### config.mk
export PLATFORM = sky130hd
export DESIGN_NAME = spi_controller_flat
export DESIGN_NICKNAME = d
export VERILOG_FILES = /design/src/rtl/spi_controller_if.sv /design/src/rtl/spi_controller.sv /design/src/flat_wrapper.sv
export SDC_FILE = /design/constraint.sdc
export NUM_CORES = 1
export LEC_CHECK = 0
export CELL_PAD_IN_SITES_DETAIL_PLACEMENT = 1
export CELL_PAD_IN_SITES_GLOBAL_PLACEMENT = 1
export CORE_MARGIN = 2
export CORE_UTILIZATION = 48
export CTS_BUF_LIST = sky130_fd_sc_hd__clkbuf_8 sky130_fd_sc_hd__clkbuf_16
export CTS_CLUSTER_DIAMETER = 200
export DETAILED_ROUTE_END_ITERATION = 10
export DONT_BUFFER_PORTS = 1
export PLACE_DENSITY_LB_ADDON = 0.1
export SYNTH_ARGS = -nofsm -noshare
export SYNTH_HDL_FRONTEND = slang
export SYNTH_SLANG_ARGS = --single-unit
### constraint.sdc
create_clock -name clk -period 2.7 [get_ports clk]
set_input_delay 0 -clock clk [delete_from_list [all_inputs] [get_ports clk]]
set_output_delay 0 -clock clk [all_outputs]
set_load 0.02 [all_outputs]
### src/rtl/spi_controller_if.sv
// rtl/spi_controller_if.sv - request/status and SPI pin bundle for spi_controller
interface spi_controller_if;
   logic       start;
   logic [6:0] addr;
   logic [7:0] wdata;
   logic       sclk;
   logic       copi;
   logic       ncs;
   logic       busy;
   logic       done;

   // requester side: issues write requests, observes status and pins
   modport master (
      output start, addr, wdata,
      input  sclk, copi, ncs, busy, done
   );

   // controller side
   modport slave (
      input  start, addr, wdata,
      output sclk, copi, ncs, busy, done
   );
endinterface

### src/rtl/spi_controller.sv
// rtl/spi_controller.sv - mode-0 SPI write-frame controller, 16-bit {1, addr, wdata} frames
module spi_controller #(
   parameter int unsigned HALF_PERIOD = 4,
   parameter int unsigned CS_SETUP    = 4,
   parameter int unsigned CS_HOLD     = 4,
   parameter int unsigned CS_GAP      = 4
) (
   input logic       clk,
   input logic       rst_n,
   spi_controller_if.slave bus
);

   // every timed phase loads its length minus one and advances when the counter reaches zero
   localparam logic [7:0] HALF_LOAD  = 8'(HALF_PERIOD - 1);
   localparam logic [7:0] SETUP_LOAD = 8'(CS_SETUP - 1);
   localparam logic [7:0] HOLD_LOAD  = 8'(CS_HOLD - 1);
   localparam logic [7:0] GAP_LOAD   = 8'(CS_GAP - 1);

   typedef enum logic [2:0] {
      IDLE,
      SETUP,
      SHIFT,
      HOLD,
      GAP
   } state_t;

   state_t      state;
   logic [15:0] frame;
   logic [7:0]  cnt;
   logic [3:0]  bit_cnt;

   // frame sequencer: all pin and status outputs are registered here
   always_ff @(posedge clk or negedge rst_n) begin
      if (!rst_n) begin
         state    <= IDLE;
         frame    <= '0;
         cnt      <= '0;
         bit_cnt  <= '0;
         bus.sclk <= 1'b0;
         bus.copi <= 1'b0;
         bus.ncs  <= 1'b1;
         bus.busy <= 1'b0;
         bus.done <= 1'b0;
      end else begin
         bus.done <= 1'b0;
         case (state)
            IDLE: begin
               if (bus.start) begin
                  // write flag is always set; first bit goes out together with ncs fall
                  frame    <= {1'b1, bus.addr, bus.wdata};
                  bus.copi <= 1'b1;
                  bus.ncs  <= 1'b0;
                  bus.busy <= 1'b1;
                  cnt      <= SETUP_LOAD;
                  bit_cnt  <= '0;
                  state    <= SETUP;
               end
            end
            SETUP: begin
               if (cnt == 8'd0) begin
                  cnt   <= HALF_LOAD;
                  state <= SHIFT;
               end else begin
                  cnt <= cnt - 8'd1;
               end
            end
            SHIFT: begin
               if (cnt != 8'd0) begin
                  cnt <= cnt - 8'd1;
               end else if (!bus.sclk) begin
                  bus.sclk <= 1'b1;
                  cnt      <= HALF_LOAD;
               end else begin
                  // falling edge: the only place copi moves while shifting
                  bus.sclk <= 1'b0;
                  if (bit_cnt == 4'd15) begin
                     bus.copi <= 1'b0;
                     bit_cnt  <= '0;
                     cnt      <= HOLD_LOAD;
                     state    <= HOLD;
                  end else begin
                     bus.copi <= frame[4'd14 - bit_cnt];
                     bit_cnt  <= bit_cnt + 4'd1;
                     cnt      <= HALF_LOAD;
                  end
               end
            end
            HOLD: begin
               if (cnt == 8'd0) begin
                  bus.ncs <= 1'b1;
                  cnt     <= GAP_LOAD;
                  state   <= GAP;
               end else begin
                  cnt <= cnt - 8'd1;
               end
            end
            GAP: begin
               if (cnt == 8'd0) begin
                  bus.done <= 1'b1;
                  bus.busy <= 1'b0;
                  state    <= IDLE;
               end else begin
                  cnt <= cnt - 8'd1;
               end
            end
            default: begin
               state <= IDLE;
            end
         endcase
      end
   end

endmodule

### src/flat_wrapper.sv
// flat-port wrapper written by rule: the top's interface ports become plain ports
module spi_controller_flat 
#(
   parameter int unsigned HALF_PERIOD = 4,
   parameter int unsigned CS_SETUP    = 4,
   parameter int unsigned CS_HOLD     = 4,
   parameter int unsigned CS_GAP      = 4
)
  (clk, rst_n, bus_start, bus_addr, bus_wdata, bus_sclk, bus_copi, bus_ncs, bus_busy, bus_done);
  spi_controller_if bus_i ();
  input logic clk;
  input logic rst_n;
  input wire logic [$bits(bus_i.start)-1:0] bus_start;
  input wire logic [$bits(bus_i.addr)-1:0] bus_addr;
  input wire logic [$bits(bus_i.wdata)-1:0] bus_wdata;
  output wire logic [$bits(bus_i.sclk)-1:0] bus_sclk;
  output wire logic [$bits(bus_i.copi)-1:0] bus_copi;
  output wire logic [$bits(bus_i.ncs)-1:0] bus_ncs;
  output wire logic [$bits(bus_i.busy)-1:0] bus_busy;
  output wire logic [$bits(bus_i.done)-1:0] bus_done;
  assign bus_i.start = bus_start;
  assign bus_i.addr = bus_addr;
  assign bus_i.wdata = bus_wdata;
  assign bus_sclk = bus_i.sclk;
  assign bus_copi = bus_i.copi;
  assign bus_ncs = bus_i.ncs;
  assign bus_busy = bus_i.busy;
  assign bus_done = bus_i.done;
  spi_controller #(.HALF_PERIOD(HALF_PERIOD), .CS_SETUP(CS_SETUP), .CS_HOLD(CS_HOLD), .CS_GAP(CS_GAP)) u_core (.clk(clk), .rst_n(rst_n), .bus(bus_i));
endmodule
Word-level counts from Yosys, hierarchy flattened
Cells that the tools add are included.
{"block": "totals", "register_bits": 36, "mem_bits_rw": 0, "latch_bits": 0, "n_memories": 0, "in_bits": 18, "romBits": 0, "out_inout_bits": 5, "elab_cells": 75}
{"block": "classes", "muxes": 33, "n_reduce_logical": 15, "addsub": 3, "order_cmp": 1, "mul": 0, "eq_ne": 13, "n_bitwise": 1, "n_div": 0, "shifts": 0}
{"op": "two-way mux 8 bit", "count": 4}
{"op": "one-hot mux 8 bit (4 select lines)", "count": 1}
{"op": "two-way mux 3 bit", "count": 7}
{"op": "two-way mux 4 bit", "count": 4}
{"op": "one-hot mux 3 bit (5 select lines)", "count": 1}
{"op": "two-way mux 1 bit", "count": 11}
{"op": "inequality test 2 x 1 -> 1 bit, second input constant", "count": 5}
{"op": "AND reduction 3 bit", "count": 3}
{"op": "logical NOT 8 bit", "count": 1}
{"op": "one-hot mux 4 bit (2 select lines)", "count": 1}
{"op": "nonzero test 8 bit", "count": 1}
{"op": "subtractor 8 x 1 -> 8 bit, second input constant", "count": 1}
{"op": "AND reduction 7 bit", "count": 1}
{"op": "== test 3 x 2 -> 1 bit, second input constant", "count": 2}
{"op": "inequality test 2 bit, second input constant", "count": 3}
{"op": "one-hot mux 1 bit (2 select lines)", "count": 3}
{"op": "nonzero test 2 bit", "count": 3}
{"op": "< comparator 4 x 5 -> 1 bit, second input constant", "count": 1}
{"op": "adder 4 x 1 -> 4 bit, second input constant", "count": 1}
{"op": "binary-select mux 1 bit (select 4 bit)", "count": 1}
{"op": "== test 4 bit, second input constant", "count": 1}
{"op": "AND reduction 2 bit", "count": 2}
{"op": "AND reduction 4 bit", "count": 1}
{"op": "nonzero test 4 bit", "count": 1}
{"op": "6 further kinds", "count": 6}

Logic depth before layout (Yosys ltp)
{"block": "logic_depth", "word_depth": 7, "ltp_mapped": 8, "ltp_nobuf": 7}

Worst setup path before layout
OpenSTA, ideal clock, no wires.
{"block": "synth_path", "kind": "reg2reg", "start": "register u_core.cnt[6]", "end": "register u_core.cnt[1]", "slack_ps": 703, "synth_period_minus_slack_ps": 1997, "setup_time_ps": 79, "stages_incl_launch_ff": 7, "arrival_ps": 1917, "n_path_buf": 1, "t_required_ps": 2621, "path_cell_list": "dfrtp_1 or4_4 or3_1 buf_6 nand2_1 mux2_2 mux2i_1"}
{"block": "synth_between", "elab_chain_cells": 3, "word_cells_on_any_way": 7, "classes_between": "eq/ne (1); mux (3); reduce/logical (3)"}
{"item": "start: declaration", "line_no": "spi_controller.sv:29", "source": "logic [7:0] cnt;"}
{"item": "start signal: assignment", "line_no": "spi_controller.sv:64", "source": "cnt <= cnt - 8'd1;"}
{"item": "start signal: assignment", "line_no": "spi_controller.sv:69", "source": "cnt <= cnt - 8'd1;"}
{"item": "start signal: assignment", "line_no": "spi_controller.sv:94", "source": "cnt <= cnt - 8'd1;"}
{"item": "logical NOT 8 bit / nonzero test 8 bit (equally long branches)"}
{"item": "two-way mux 8 bit (tied with other cells)", "line_no": "spi_controller.sv:60, spi_controller.sv:89"}
{"item": "one-hot mux 8 bit (4 select lines) / AND reduction 3 bit (equally long branches)"}
Several ways; a longest one is shown, not always the timed one.
A chain may end at the register's enable or synchronous reset.

Worst setup path in the final report
Same ends and word-level chain as after synthesis.

==> flow_metrics.tcl <==
set metrics [dict create \
    final.setup_skew_ns 0.004007 \
    cp-start-kind "register" \
    worstHoldPathCells 3 \
    synth_flop_cell "sky130_fd_sc_hd__dfrtp_1" \
    critPathKind "register to register" \
    number_of_synthesized_flops_with_an_enable_pin 0 \
    route.detailed.drc 0 \
    cts_buffer_depth 2 \
    post-route-min-period_ns 2.187 \
    switching_share_pct 39.92 \
    top_signal_layer_used "met4" \
    multi_input_combinational_cell_area_um2 898.4 \
    cts_resized 0 \
    highest_clock_frequency_the_design_can_meet_mhz 457.3 \
    totalWireLength_um 4547 \
    ys_warn_count 0 \
    outcome "completed" \
    synth_top_cells_by_area "sky130_fd_sc_hd__dfrtp_1 47%, sky130_fd_sc_hd__nand2_1 12%, sky130_fd_sc_hd__mux4_2 4.8%, sky130_fd_sc_hd__nor2_1 2.4%, sky130_fd_sc_hd__xnor2_1 2.4%" \
    area_growth_syn_to_layout_pct 16.16 \
    final_layout_size_suffix_gt1_share_pct 10.09 \
    numPlacedInstances 241 \
    clkTransAtPathRegs_ns 0.07 \
    rsz0062_at_grt "no" \
    fraction_of_the_yosys_area_taken_by_sequential_cells_pct 48.55 \
    synth.cells.most_frequent "58 x sky130_fd_sc_hd__nand2_1, 35 x sky130_fd_sc_hd__dfrtp_1, 12 x sky130_fd_sc_hd__nor2_1" \
    relSlewSlack_pct 59.66 \
    asyncSetResetFlopFracSynth_pct 100.0 \
    comb_power_share_pct 38.1 \
    fillers 427 \
    route.detailed.wl_per_inst_um 17.09 \
    cts_root_buffer "sky130_fd_sc_hd__clkbuf_8" \
    num_antenna_cells 0 \
    synthDistinctLibCells 45 \
    ios 23 \
    regArea_um2 902.1 \
    total_routing_usage_gr_pct 24.65 \
    clock_sinks 36 \
    dr_wl_met3_um 153 \
    ir_drop_uv 595.6 \
    detail_route.iter0.violations 132 \
    switching_power_mw 0.8701 \
    path_max_fanout 8 \
    critical_path.endpoint_type "register" \
    cts_tree "yes" \
    clock_power_share_pct 17.5 \
    slew_viol_final 0 \
    setup_viol 0 \
    leakage_power_summed_over_all_cells_nw 0.9729 \
    yosys_register_bits 36 \
    netlist_area_before_placement_um2 1858 \
    critical_path.reg2reg.endpoint "u_core.cnt[1]" \
    synth_fp_nets 220 \
    initial_utilization_pct 50.37 \
    final_net_count 237 \
    grt_overflow_total 0 \
    drt_pass1_iterations 4 \
    fin_setup_tns_ns 0 \
    antenna_left 0 \
    reg2reg_slack_ns 0.51 \
    worst_path_largest_cell_delay_ns 0.57 \
    synth.avg_cell_area_um2 9.290 \
    vias_per_cell 5.620 \
    power.density_cell_area_nw_per_um2 1010 \
    design.die.area_um2 4384 \
    p_int_mw 1.309 \
    worstHoldEndpoint "u_core.state[0]" \
    synth_top_area_cell "sky130_fd_sc_hd__dfrtp_1" \
    antenna_violations_before_repair 0 \
    core.rowCount 22 \
    number_of_global_route_vias_before_repair 1694 \
    r2r_path_start "u_core.cnt[6]" \
    synth_top_area_share_pct 47.14 \
    cts-htree-levels 2 \
    dpl.hpwl_um 3108 \
    layout_worst_path_cycle_share_pct 81.00 \
    tritoncts.num_buffers 5 \
    fp.dieW_um 66.22 \
    max_slew.worst_pin.slew_ns 0.5995 \
    power_share_of_the_sequential_group_pct 44.4 \
    maxCapViolCount 0 \
    routedLengthMet1_um 2107 \
    first_pass_grt_wire_length_um 8045 \
    r2r_depth 5 \
    worst_hold_path_type "primary input to register" \
    gp_congestion 0.7834 \
    port-buffer-count 0 \
    finalHoldViolations 0 \
    cp_data_required_time_ns 2.91 \
    grt_start_max_net_pins 37 \
    slowest_stage "sky130_fd_sc_hd__or4_4" \
    crit_arrival_ns 2.40 \
    met2RoutedLength_um 2213 \
    floorplan.die.height_um 66.22 \
    clock_latency_ns 0.29 \
    detailroute.via_count 1495 \
    coreArea_um2 3689 \
    synth_most_common_cell "sky130_fd_sc_hd__nand2_1" \
    layout.cells.non_filler 266 \
    synthCells 200 \
    crit_chain "or4_4 -> or3_1 -> nand2_1 -> mux2_2 -> mux2i_1" \
    hold_path_startpoint "bus_start" \
]
[flip-flops by register name, indices dropped and copies added, names as in the netlist]
signal and cells:
u_core.bus.done 1, u_core.cnt 8, u_core.bus.copi 1, u_core.state 3
u_core.bus.sclk 1, u_core.frame 16, u_core.bus.ncs 1, u_core.bit_cnt 4
u_core.bus.busy 1
[critical path, delay by kind of cell, from the launching register on]
kind,cells,cell delay (ns)
flip-flops,1,0.41
multiplexers,2,0.49
AND/OR/NAND/NOR,3,1.21
[repair_timing]
action,4_1_cts,5_1_grt
setup buffers,0,0
endpoints found under the setup margin,0,0
hold buffers,17,0
endpoints found under the hold margin,51,0
[routing by layer]
layer / GRT usage (%) / vias to the layer above
met1: 33.48 / 739
li1: - / 722
met4: 7.653 / 0
met5: 0 / -
met3: 5.281 / 9
met2: 39.50 / 25
[cell families (layout without fill, tap and decap cells)]
logic type               count (synthesis)  count (layout)  synth area share (%)
buffers and inverters                   13              31                 3.097
AO/OA/AOI/OAI                           31              31                 10.98
XOR/XNOR                                 8               8                 3.771
flip-flops                              36              36                 48.55
adder cells (fa/ha/maj)                  2               2                 1.347
multiplexers                             7               7                 6.599
AND/OR/NAND/NOR                        103             103                 25.66
[cell type report]
type / instances / share of cell area [%]
Tap cell: 48 / 2.783
Sequential cell: 36 / 41.80
Clock buffer: 5 / 3.188
Multi-Input combinational cell: 151 / 41.62
Clock inverter: 3 / 0.8696
Timing Repair Buffer: 19 / 9.043
Inverter: 4 / 0.6957
[through the flow]
step                      power [mW]  setup WS (ns)  hold slack [ns]  util [%]  cell area, µm²
after detailed placement       1.760         0.5348          -0.2945     51.26            1891
after global placement         1.695         0.6134          -0.2946     51.26            1891
after floorplan                1.561         0.7031          -0.2956         -            1858
final                          2.179         0.5131         0.005308     58.51            2158
after CTS                      2.183         0.5102        0.0001788     58.51            2158
after global routing           2.364         0.4030          0.02459     58.51            2158
[power groups by stage]
stage / logic (mW) / clock network [mW] / registers (mW)
after floorplan: 0.694 / 0 / 0.867
after global placement: 0.733 / 0 / 0.962
after detailed placement: 0.789 / 0 / 0.972
after CTS: 0.830 / 0.390 / 0.963
after global routing: 0.946 / 0.413 / 1.01
final: 0.831 / 0.381 / 0.967
[how the worst max path moves through the flow]
stage	startpoint	to	slack (ns)	cells past startpoint
2_1_floorplan	u_core.cnt[6]	u_core.cnt[1]	0.70	6
3_3_place_gp	u_core.cnt[6]	u_core.cnt[1]	0.61	5
3_5_place_dp	u_core.cnt[6]	u_core.cnt[1]	0.53	5
4_1_cts	u_core.cnt[6]	u_core.cnt[1]	0.51	5
5_1_grt	u_core.cnt[0]	u_core.cnt[1]	0.40	7
6_report	u_core.cnt[6]	u_core.cnt[1]	0.51	5
[layout by cell type (no fill, tap or decap), drive strengths merged, types with 5 or more instances in the layout]
master        n
nand2        58
dfrtp        35
dlygate4sd3  16
nor2         12
o21ai         9
a21oi         7
nand3         6
nor2b         5
xnor2         5
clkbuf        5
Note: power is estimated with default switching activity, not from simulation.
